## src/rtl/switch_input_pkg.sv

```systemverilog
// switch_input_pkg: register offsets and CTRL bit positions for the switch input peripheral.
package switch_input_pkg;
  localparam logic [1:0] SW_LO = 2'd0;
  localparam logic [1:0] SW_HI = 2'd1;
  localparam logic [1:0] KEY   = 2'd2;
  localparam logic [1:0] CTRL  = 2'd3;
  localparam int EN   = 0;
  localparam int PEND = 1;
  function automatic logic [31:0] ctrl_word(input logic pend, input logic en);
    return {30'b0, pend, en};
  endfunction
endpackage

```

## src/rtl/switch_input_if.sv

```systemverilog
// switch_input_if: CPU bus port of the switch input peripheral.
interface switch_input_if;
  logic [1:0]  addr;
  logic        we;
  logic [3:0]  byteen;
  logic [31:0] WD;
  logic [31:0] RD;
  logic        irq;
  modport master (output addr, we, byteen, WD, input RD, irq);
  modport slave  (input addr, we, byteen, WD, output RD, irq);
endinterface

```

## src/rtl/switch_input_sync_debounce.sv

```systemverilog
// sync_debounce: two-flop synchroniser plus shared-counter debounce over a W-bit vector.
module sync_debounce #(
  parameter int W          = 72,
  parameter int DEBOUNCE_N = 500000,
  parameter int CNT_W      = 20
) (
  input  logic         clk,
  input  logic         reset,
  input  logic [W-1:0] raw,
  output logic [W-1:0] deb,
  output logic         changed
);
  localparam logic [CNT_W-1:0] LAST = CNT_W'(DEBOUNCE_N - 1);
  logic [W-1:0]     s1, s2, snap;
  logic [CNT_W-1:0] cnt;
  logic             stable, full;
  assign stable  = s2 == snap;
  assign full    = cnt == LAST;
  // Pulses in the cycle whose closing edge loads a new value into deb.
  assign changed = stable && full && s2 != deb;
  always_ff @(posedge clk) begin
    if (reset) begin
      s1   <= '0;
      s2   <= '0;
      snap <= '0;
      cnt  <= '0;
      deb  <= '0;
    end else begin
      s1   <= raw;
      s2   <= s1;
      snap <= s2;
      cnt  <= !stable ? '0 : full ? cnt : cnt + 1'b1;
      if (stable && full) deb <= s2;
    end
  end
endmodule

```

## src/rtl/switch_input.sv

```systemverilog
// switch_input: debounced DIP switch / push-button port with maskable change interrupt.
module switch_input
  import switch_input_pkg::*;
#(
  parameter int DEBOUNCE_N = 500000,
  parameter int CNT_W      = 20
) (
  input  logic          clk,
  input  logic          reset,
  input  logic [63:0]   dip_sw,
  input  logic [7:0]    key,
  switch_input_if.slave bus
);
  logic [71:0] deb;
  logic        changed, enable, pending, ctrl_wr;
  sync_debounce #(.W(72), .DEBOUNCE_N(DEBOUNCE_N), .CNT_W(CNT_W)) u_deb (
    .clk     (clk),
    .reset   (reset),
    .raw     ({key, dip_sw}),
    .deb     (deb),
    .changed (changed)
  );
  assign ctrl_wr = bus.we && bus.byteen[0] && bus.addr == CTRL;
  // A change detected with enable set beats a clear in the same cycle.
  always_ff @(posedge clk) begin
    if (reset) begin
      enable  <= 1'b0;
      pending <= 1'b0;
    end else begin
      if (ctrl_wr) enable <= bus.WD[EN];
      pending <= (changed && enable) ? 1'b1 : (ctrl_wr && bus.WD[PEND]) ? 1'b0 : pending;
    end
  end
  always_comb begin
    bus.RD = bus.addr == SW_LO ? deb[31:0] :
             bus.addr == SW_HI ? deb[63:32] :
             bus.addr == KEY   ? {24'b0, deb[71:64]} : ctrl_word(pending, enable);
  end
  assign bus.irq = pending & enable;
endmodule

```

## src/flat_wrapper.sv

```systemverilog
// flat-port wrapper written by rule: the top's interface ports become plain ports
module switch_input_flat import switch_input_pkg::*;
#(
  parameter int DEBOUNCE_N = 500000,
  parameter int CNT_W      = 20
)
  (clk, reset, dip_sw, key, bus_addr, bus_we, bus_byteen, bus_WD, bus_RD, bus_irq);
  switch_input_if bus_i ();
  input  logic clk;
  input  logic reset;
  input  logic [63:0] dip_sw;
  input  logic [7:0] key;
  input wire logic [$bits(bus_i.addr)-1:0] bus_addr;
  input wire logic [$bits(bus_i.we)-1:0] bus_we;
  input wire logic [$bits(bus_i.byteen)-1:0] bus_byteen;
  input wire logic [$bits(bus_i.WD)-1:0] bus_WD;
  output wire logic [$bits(bus_i.RD)-1:0] bus_RD;
  output wire logic [$bits(bus_i.irq)-1:0] bus_irq;
  assign bus_i.addr = bus_addr;
  assign bus_i.we = bus_we;
  assign bus_i.byteen = bus_byteen;
  assign bus_i.WD = bus_WD;
  assign bus_RD = bus_i.RD;
  assign bus_irq = bus_i.irq;
  switch_input #(.DEBOUNCE_N(DEBOUNCE_N), .CNT_W(CNT_W)) u_core (.clk(clk), .reset(reset), .dip_sw(dip_sw), .key(key), .bus(bus_i));
endmodule
```

## config.mk

```make
export PLATFORM = sky130hd
export DESIGN_NAME = switch_input_flat
export DESIGN_NICKNAME = d
export VERILOG_FILES = /design/src/rtl/switch_input_pkg.sv /design/src/rtl/switch_input_if.sv /design/src/rtl/switch_input_sync_debounce.sv /design/src/rtl/switch_input.sv /design/src/flat_wrapper.sv
export SDC_FILE = /design/constraint.sdc
export NUM_CORES = 1
export LEC_CHECK = 0
export CAP_MARGIN = 20
export CORE_MARGIN = 4
export CORE_UTILIZATION = 35
export CTS_CLUSTER_SIZE = 30
export DETAILED_ROUTE_END_ITERATION = 16
export PLACE_DENSITY_LB_ADDON = 0.3
export SYNTH_ARGS = -nofsm -noshare
export SYNTH_HDL_FRONTEND = slang
export SYNTH_SLANG_ARGS = --single-unit
export TNS_END_PERCENT = 100
```

## constraint.sdc

```tcl
create_clock -name clk -period 2.75 [get_ports clk]
set_clock_uncertainty 0.15 [all_clocks]
set_input_delay 0.4125 -clock clk [delete_from_list [all_inputs] [get_ports clk]]
set_output_delay 0.4125 -clock clk [all_outputs]
set_load 0.005 [all_outputs]
```

==> impl_metrics.env <==
export IMPL_numCtsBuffers=34
export IMPL_ant_nets=0
export IMPL_die_x_um=191
export IMPL_cp_data_required_time_ns=2.99
export IMPL_worst_slew_pin_slew_ns=0.542
export IMPL_grt_max_degree=78
export IMPL_clkSinkCount=310
export IMPL_hold_viol=0
export IMPL_synth_commonest_cells="dfxtp_1, nor2b_1, xor2_1"
export IMPL_design_portCount=146
export IMPL_place_congestion=0.862
export IMPL_antennaDiodeCount=0
export IMPL_pwr_density_cell_nw_per_um2=693
export IMPL_ff_latch_area_sq_um=6210
export IMPL_root_buffer="clkbuf_16"
export IMPL_setup_ws_ns=0.203
export IMPL_syn_avg_cell_area_sq_um=10.9
export IMPL_drt_total_wl_um=28300
export IMPL_seq_area_frac_synth_pct=53.2
export IMPL_synth_edf_count=0
export IMPL_regToRegSetupSlack_ns=0.20
export IMPL_slew_viol_final=0
export IMPL_cts_resized=0
export IMPL_antenna_found_initial=0
export IMPL_synth_top_area_share_pct=53.2
export IMPL_min_to="u_core.u_deb.s1[35]"
export IMPL_first_pass_iters=5
export IMPL_cp_max_fo=15
export IMPL_status="finished, final reports clean"
export IMPL_synthArstFlopShare_pct=0
export IMPL_timing_rr_end="u_core.u_deb.deb[55]"
export IMPL_finalCritPeriodShare_pct=92.6
export IMPL_die_area_sq_um=36300
export IMPL_finalSetupViolations=0
export IMPL_port_buffers=112
export IMPL_maxCapViolCount=0
export IMPL_netlist_top_cells_area="dfxtp_1, nor2b_1, mux2_1, xor2_1, xnor2_1"
export IMPL_insertion_delay_ns=0.51
export IMPL_path_buf_inv=1
export IMPL_tns_ns=0
export IMPL_grt_pass1_vias=7677
export IMPL_fillers=3174
export IMPL_cts_hold_buf=0
export IMPL_endpoint_kind="flop"
export IMPL_rsz0062_at_grt="no"
export IMPL_core_area_sq_um=32700
export IMPL_timing_hold_ws_ns=0.237
export IMPL_start_util_pct=35.7
export IMPL_pre_cts_ws_ns=0.0368
export IMPL_ys_flop_type="dfxtp_1"
export IMPL_cp_depth=7
export IMPL_critical_path_top_delay_family="simple AND/OR/NAND/NOR gates"
export IMPL_rr_startpoint="u_core.u_deb.s2[12]"
export IMPL_grt_pass1_wl_um=43200
export IMPL_max_freq_mhz=393
export IMPL_syn_area_sq_um=11700
export IMPL_synthesis_nets=1185
export IMPL_yosys_warnings=0
export IMPL_yosys_area_top_type="dfxtp_1"
export IMPL_postPlaceCellArea_sq_um=13300
export IMPL_fin_nets=1307
export IMPL_start_kind="flop"
export IMPL_synthCells=1071
export IMPL_avgRoutedWirePerCell_um=17.0
export IMPL_overflow=0
export IMPL_p_total_uw=10100
export IMPL_min_from="reset"
export IMPL_via_per_inst=4.48
export IMPL_design_area_sq_um=14600
export IMPL_crit_slowest_cell="nor4_1"
export IMPL_multi_input_area_sq_um=5210
export IMPL_core_rowCount=66
export IMPL_htreeDepth=2
export IMPL_ys_types=33
export IMPL_fin_crit_ns=2.55
export IMPL_die_y_um=191
export IMPL_cts_buffer_depth=3
export IMPL_syn_to_final_growth_pct=24.8
export IMPL_drtIter0Drc=338
export IMPL_hp_class="primary input to flop"
export IMPL_hpwlAfterDp_um=20700
export IMPL_clk_pin_slew_ns=0.06
export IMPL_crit_arrival_ns=2.78
export IMPL_synth_seq_cells=310
export IMPL_drive_above_1_share_pct=7.23
export IMPL_relSlewSlack_pct=63.6
export IMPL_cts_tree="yes"
export IMPL_slowest_delay_ns=0.43
export IMPL_yosysMostFrequentCell="dfxtp_1"
export IMPL_drc=0
export IMPL_vias=7434
export IMPL_grt_usage_pct=15.5
export IMPL_path_class="flop to flop"
export IMPL_p_leak_uw=0.00597
export IMPL_cp_cell_sequence="xor2_1 -> nor4_1 -> nand4_1 -> nor3_2 -> nand3_4 -> buf_4 -> mux2_1"
export IMPL_postCtsSetupBuffers=0
export IMPL_worst_r2r_cell_count=7
export IMPL_hold_depth=2
export IMPL_peakVddDrop_mv=0.351
[final cells by class]
type                            instances  share of cell area, %
Clock buffer                           49                   7.08
Inverter                                2                 0.0516
Multi-Input combinational cell        710                   35.8
Sequential cell                       310                   42.6
Tap cell                              442                   3.80
Clock inverter                         11                   1.27
Timing Repair Buffer                  135                   9.33
[registers in the layout, summed over array words and instances, names as in the netlist]
register	cells
u_core.u_deb.deb	72
u_core.u_deb.s1	72
u_core.u_deb.s2	72
u_core.u_deb.snap	72
u_core.u_deb.cnt	20
u_core.enable	1
u_core.pending	1
[metrics by stage]
stage	utilization, %	cells
floorplan	-	1071
global placement	40.8	1599
detailed placement	40.8	1599
CTS	44.5	1659
global route	44.5	1659
finish	44.5	1659
[worst max path at each step]
stage	slack, ns	to	startpoint
final	0.20	u_core.u_deb.deb[55]	u_core.u_deb.s2[12]
after global routing	0.02	u_core.u_deb.deb[53]	u_core.u_deb.s2[10]
after CTS	0.04	bus_RD[2]	bus_addr[1]
after detailed placement	0.04	bus_RD[2]	bus_addr[1]
after global placement	0.04	bus_RD[2]	bus_addr[1]
after floorplan	0.64	u_core.u_deb.deb[0]	u_core.u_deb.s2[25]
[where the power goes]
group | internal, uW | total, uW | switching (uW) | leakage (uW)
combinational | 278 | 525 | 247 | 0.00284
clock | 3070 | 4860 | 1790 | 0.000593
sequential | 4620 | 4700 | 78.7 | 0.00253
[cells in the final DEF (no fill, tap or decap), drive strengths merged]
master,instances
dfxtp,310
or4,1
xor2,87
nand4,25
nor4b,1
ha,1
buf,24
inv,2
clkinv,4
and4,1
xnor2,75
nand2,13
nand3,8
mux2i,32
nor4,25
nand3b,2
clkinvlp,2
or4b,1
bufinv,5
clkdlybuf4s50,109
mux2,72
a31oi,1
dlymetal6s2s,1
o31ai,1
o21ai,6
and3,1
mux4,2
or3,1
clkbuf,50
nor2b,290
nor3,6
nor2,55
nand2b,1
and2,2
[layer usage]
layer | share of wire (%) | vias up | track usage [%]
li1 | - | 3706 | -
met1 | 47 | 3535 | 21.3
met2 | 46 | 149 | 24.9
met3 | 5.3 | 44 | 2.80
met4 | 2.5 | 0 | 4.72
met5 | 0 | - | 0
[logic make-up (layout without fill, tap and decap cells)]
family          Yosys count  count (layout)  synth area share [%]
simple gates            433             433                  22.0
flops                   310             310                  53.2
xor+xnor                162             162                  12.2
mux                     106             106                  10.1
buf+inv                  51             197                  2.09
compound gates            8               8                 0.376
fa+ha+maj                 1               1                 0.107
No activity file was read; power rests on OpenSTA's default activity.
==> RTL edit 1, RTL diff (same flow settings) <==
Put a register stage on the output `bus.irq`. The value now appears one clock later.
--- a/src/rtl/switch_input.sv
+++ b/src/rtl/switch_input.sv
@@ -38,3 +38,5 @@
   end
-  assign bus.irq = pending & enable;
+  always_ff @(posedge clk) begin
+    bus.irq <= pending & enable;
+  end
 endmodule
Check against the original RTL: same outputs for any inputs over 10 cycles, from zero or initial values and one cycle with reset high; that may be too few to reach the edited logic, so the function may still have changed.
==> RTL edit 1 against the original RTL <==
Worst setup slack lost 94 ps. Die area increased by 0.16%. Wire length decreased by 4.4%. Synthesized area increased by 0.17%. Register-to-register slack better by 60 ps. Power decreased by 0.87%. Global-route usage shrank 0.72 points. Cell area is essentially flat. Sequential power about the same. Count of clock-buffer cells in the layout grew 3. Sequential cell count grew 1. Hold slack gained 42 ps.
==> RTL edit 1: results <==
set metrics [dict create \
    synthTopCellsByArea "dfxtp_1, nor2b_1, mux2_1, xor2_1, xnor2_1" \
    r2r_start "u_core.u_deb.s2[12]$_SDFF_PP0_" \
    drtIter0Drc 300 \
    worstSkewPairLatency_ps 520 \
    numPortBuffers 112 \
    leakage_nw 5.97 \
    netlist.top_cell.by_area "dfxtp_1" \
    dp_hpwl_um 19900 \
    critPathMaxFanout 20 \
    ir_drop_mv 0.384 \
    grt_max_degree 77 \
    synth.distinct_cells 33 \
    wl_per_cell_um 16.3 \
    antennaDiodeCount 0 \
    antenna_found_initial 0 \
    async_reset_ff_share_pct 0 \
    cts-root-buf "clkbuf_16" \
    min_path_type "primary input to flop" \
    outcome "finished, final reports clean" \
    synthTopCellsByCount "dfxtp_1, nor2b_1, xor2_1" \
    tightest_slew_ps 529 \
    reg2reg_slack_ps 260 \
    holdPathStages 2 \
    clkSlewWorstSetupHoldPaths_ps 60 \
    fin_nets 1311 \
    grt_pass1_vias 7475 \
    startpoint "bus_addr[1]" \
    hold_end "u_core.u_deb.s1[3]$_SDFF_PP0_" \
    worstRegToRegCells 8 \
    drive_above_1_share_pct 7.21 \
    gp_congestion 0.826 \
    grt_use_total_pct 14.8 \
    postCtsSetupBuffers 0 \
    cts_resized 0 \
    crit_arrival_ps 2080 \
    clockBufferDepth 3 \
    viasPerCell 4.40 \
    htree_levels 2 \
    synth_nets 1186 \
    synth-seq-area-share_pct 53.3 \
    hp-start "reset" \
    p_switching_w 0.00211 \
    detail_route.first_pass.iterations 4 \
    grt_pass1_wl_um 41800 \
    reg2reg_to "u_core.u_deb.deb[49]$_SDFFE_PP0P_" \
    cts_buffers 35 \
    yosysWarnings 0 \
]
-- RTL edit 1: metal layers --
metal | vias to the layer above | track usage, % | share of wire, %
met4 | 0 | 5.00 | 2.9
met3 | 57 | 2.71 | 5.0
met5 | - | 0 | 0
met2 | 139 | 22.8 | 45
li1 | 3711 | - | -
met1 | 3411 | 20.9 | 47
-- RTL edit 1: power groups by stage --
stage / Sequential [W] / Clock (W) / Combinational (W)
finish: 0.00471 / 0.00476 / 0.000522
global route: 0.00472 / 0.00510 / 0.000566
CTS: 0.00471 / 0.00490 / 0.000530
detailed placement: 0.00481 / 0 / 0.000526
global placement: 0.00481 / 0 / 0.000526
floorplan: 0.00478 / 0 / 0.000284
-- RTL edit 1: cell families after synthesis --
kind of cell | Yosys count | synth area share (%)
muxes | 106 | 10.1
xor gates and xnor gates | 162 | 12.1
and+or+nand+nor | 433 | 21.9
AOI/OAI and AO/OA | 8 | 0.375
DFF | 311 | 53.3
buffers and inverters | 51 | 2.09
adders and majority gates | 1 | 0.107
-- RTL edit 1: area by class of cell --
| type | count | area (sq um) |
|---|---|---|
| clock buffer | 52 | 1030 |
| clock inverter | 9 | 164 |
| fill | 3174 | 18100 |
| inverter | 2 | 7.51 |
| multi-input combinational | 710 | 5210 |
| sequential | 311 | 6230 |
| tap | 442 | 553 |
| timing repair buffer | 137 | 1370 |
-- RTL edit 1: how the worst max path moves through the flow --
stage                                            end
floorplan           u_core.u_deb.deb[0]$_SDFFE_PP0P_
global placement                          bus_RD[13]
detailed placement                        bus_RD[20]
CTS                                       bus_RD[20]
global route                              bus_RD[13]
finish                                    bus_RD[20]
-- RTL edit 1: stage by stage --
step	setup WS, ps	utilization [%]	hold WS [ps]	instances	area (sq um)
3_5_place_dp	123	40.9	272	1602	13400
4_1_cts	106	44.5	274	1663	14600
2_1_floorplan	645	-	264	1072	11700
3_3_place_gp	156	40.9	274	1602	13400
6_report	109	44.5	279	1663	14600
5_1_grt	31.9	44.5	291	1663	14600
-- RTL edit 1: worst max-delay path, cell delays in order --
cell             delay (ps)
clkdlybuf4s50_1         520
buf_4                   230
buf_4                   340
nor2_1                  110
clkdlybuf4s50_1         460
==> RTL edit 2, RTL diff (same flow settings) <==
Without the edit above. `CNT_W` is set to 20 in 3 places; all go to 16.
--- a/src/rtl/switch_input_sync_debounce.sv
+++ b/src/rtl/switch_input_sync_debounce.sv
@@ -4,3 +4,3 @@
   parameter int DEBOUNCE_N = 500000,
-  parameter int CNT_W      = 20
+  parameter int CNT_W      = 16
 ) (
--- a/src/rtl/switch_input.sv
+++ b/src/rtl/switch_input.sv
@@ -5,3 +5,3 @@
   parameter int DEBOUNCE_N = 500000,
-  parameter int CNT_W      = 20
+  parameter int CNT_W      = 16
 ) (
--- a/src/flat_wrapper.sv
+++ b/src/flat_wrapper.sv
@@ -4,3 +4,3 @@
   parameter int DEBOUNCE_N = 500000,
-  parameter int CNT_W      = 20
+  parameter int CNT_W      = 16
 )
Formal check against the unedited RTL: no difference found for any inputs over 10 cycles, from zero or initial values and one cycle with reset high; that may be too few to reach the edited logic, so the function may still have changed.
==> RTL edit 2 against the original RTL <==
Cell area up 0.27%. Combinational power shrank 1%. Count of clock-buffer cells in the layout unchanged. Critical endpoint unchanged. Synthesized cell count decreased by 1.9%. Non-clock buffer count fell by 4. Sequential share of layout area decreased by 0.67 points. Wire length fell by 4.6%. Power decreased by 3.0%. Critical path depth rose by 1. Sequential cell count is 4 lower. Synthesized area is 0.83% higher. First-iteration DRC count down 6.8%. Worst setup slack worse by 59 ps.
==> RTL edit 2: results <==
set metrics [dict create \
    outcome "finished, final reports clean" \
    buffers_excl_clock 131 \
    min_path_type "flop to flop" \
    antennaDiodeCount 0 \
    synth_ff_type "dfxtp_1" \
    critPathMaxFanout 38 \
    multi_input_area_share_pct 37.0 \
    nonClkBufAreaFrac_pct 9.17 \
    numPortBuffers 112 \
    crit_family "simple AND/OR/NAND/NOR gates" \
    cts-root-buf "clkbuf_16" \
    worstSkewPairLatency_ps 510 \
    synthMuxAreaShare_pct 12.1 \
    synth.distinct_cells 32 \
    slowest_delay_ps 370 \
    antenna_found_initial 0 \
    inv_count 1 \
    ir_drop_mv 0.399 \
    grt_use_total_pct 14.5 \
    synthAdderAreaFrac_pct 0.106 \
    synthTopCellsByCount "dfxtp_1, nor2b_1, xor2_1" \
    clkSlewWorstSetupHoldPaths_ps 60 \
    htree_levels 2 \
    slowest_stage "nor4_1" \
    viasPerCell 4.40 \
    seq-power_w 0.00464 \
    clockBufferDepth 3 \
    dp_hpwl_um 19500 \
    nClkBuffers 49 \
    fin_nets 1285 \
    cts_buffers 35 \
    p_switching_w 0.00211 \
    intPower_w 0.00767 \
    fill_cells 3202 \
    grt_max_degree 81 \
    yosys.area_share.xor_xnor_pct 11.7 \
    synth-seq-cells 306 \
    postCtsSetupBuffers 0 \
    crit_arrival_ps 2840 \
    detail_route.first_pass.iterations 4 \
    sh_seq_area_pct 42.0 \
    grt_pass1_wl_um 41400 \
    drtIter0Drc 315 \
    synth_nets 1165 \
    grt_pass1_vias 7355 \
    power_clock_w 0.00462 \
    synth_compound_area_share_pct 0.532 \
    synthTopCellsByArea "dfxtp_1, nor2b_1, mux2_4, xor2_1, xnor2_1" \
    yosysWarnings 0 \
    nMultiInputCombCells 696 \
    drive_above_1_share_pct 13.1 \
    routed_wl_um 27000 \
    gp_congestion 0.826 \
    synth-seq-area-share_pct 52.1 \
    tightest_slew_ps 624 \
    async_reset_ff_share_pct 0 \
    leakage_nw 6.10 \
    clk_share_pct 8.00 \
]
[RTL edit 2: cell families (layout without fill, tap and decap cells)]
| family | after synthesis | in the layout |
|---|---|---|
| and+or+nand+nor | 421 | 421 |
| DFF | 306 | 306 |
| xor gates and xnor gates | 157 | 157 |
| muxes | 105 | 105 |
| buffers and inverters | 49 | 193 |
| AOI/OAI and AO/OA | 12 | 12 |
| adders and majority gates | 1 | 1 |
[RTL edit 2: layer usage]
metal  vias to the layer above  wire length [um]  track usage, %
met5                         -                 0               0
met4                         0               628            4.03
met3                        42              1340            2.70
met2                       147             11700            22.4
met1                      3366             13300            20.9
li1                       3648                 -               -
[RTL edit 2: path summary, 6_finish.rpt]
kind	start	endpoint	slack, ps	depth (start not counted)
min	u_core.u_deb.s1[12]$_SDFF_PP0_	u_core.u_deb.s2[12]$_SDFF_PP0_	280	1
min reg2reg	u_core.u_deb.s1[12]$_SDFF_PP0_	u_core.u_deb.s2[12]$_SDFF_PP0_	280	1
max	u_core.u_deb.s2[8]$_SDFF_PP0_	u_core.u_deb.deb[55]$_SDFFE_PP0P_	140	8
max reg2reg	u_core.u_deb.s2[8]$_SDFF_PP0_	u_core.u_deb.deb[55]$_SDFFE_PP0P_	140	8
[RTL edit 2: stage by stage]
stage / setup WS [ps] / cell area (sq um) / util (%) / cells / hold slack, ps
after CTS: 2.64 / 14600 / 44.4 / 1637 / 285
final: 144 / 14600 / 44.4 / 1637 / 282
after floorplan: 609 / 11800 / - / 1051 / 264
after detailed placement: 4.16 / 13400 / 40.8 / 1576 / 270
after global placement: 28.7 / 13400 / 40.8 / 1576 / 271
after global routing: 36.5 / 14600 / 44.4 / 1637 / 299
[RTL edit 2: what timing repair did]
item	in CTS	in global routing
endpoints found under the hold margin	0	0
setup endpoints to repair	0	37
gates resized for setup	0	2
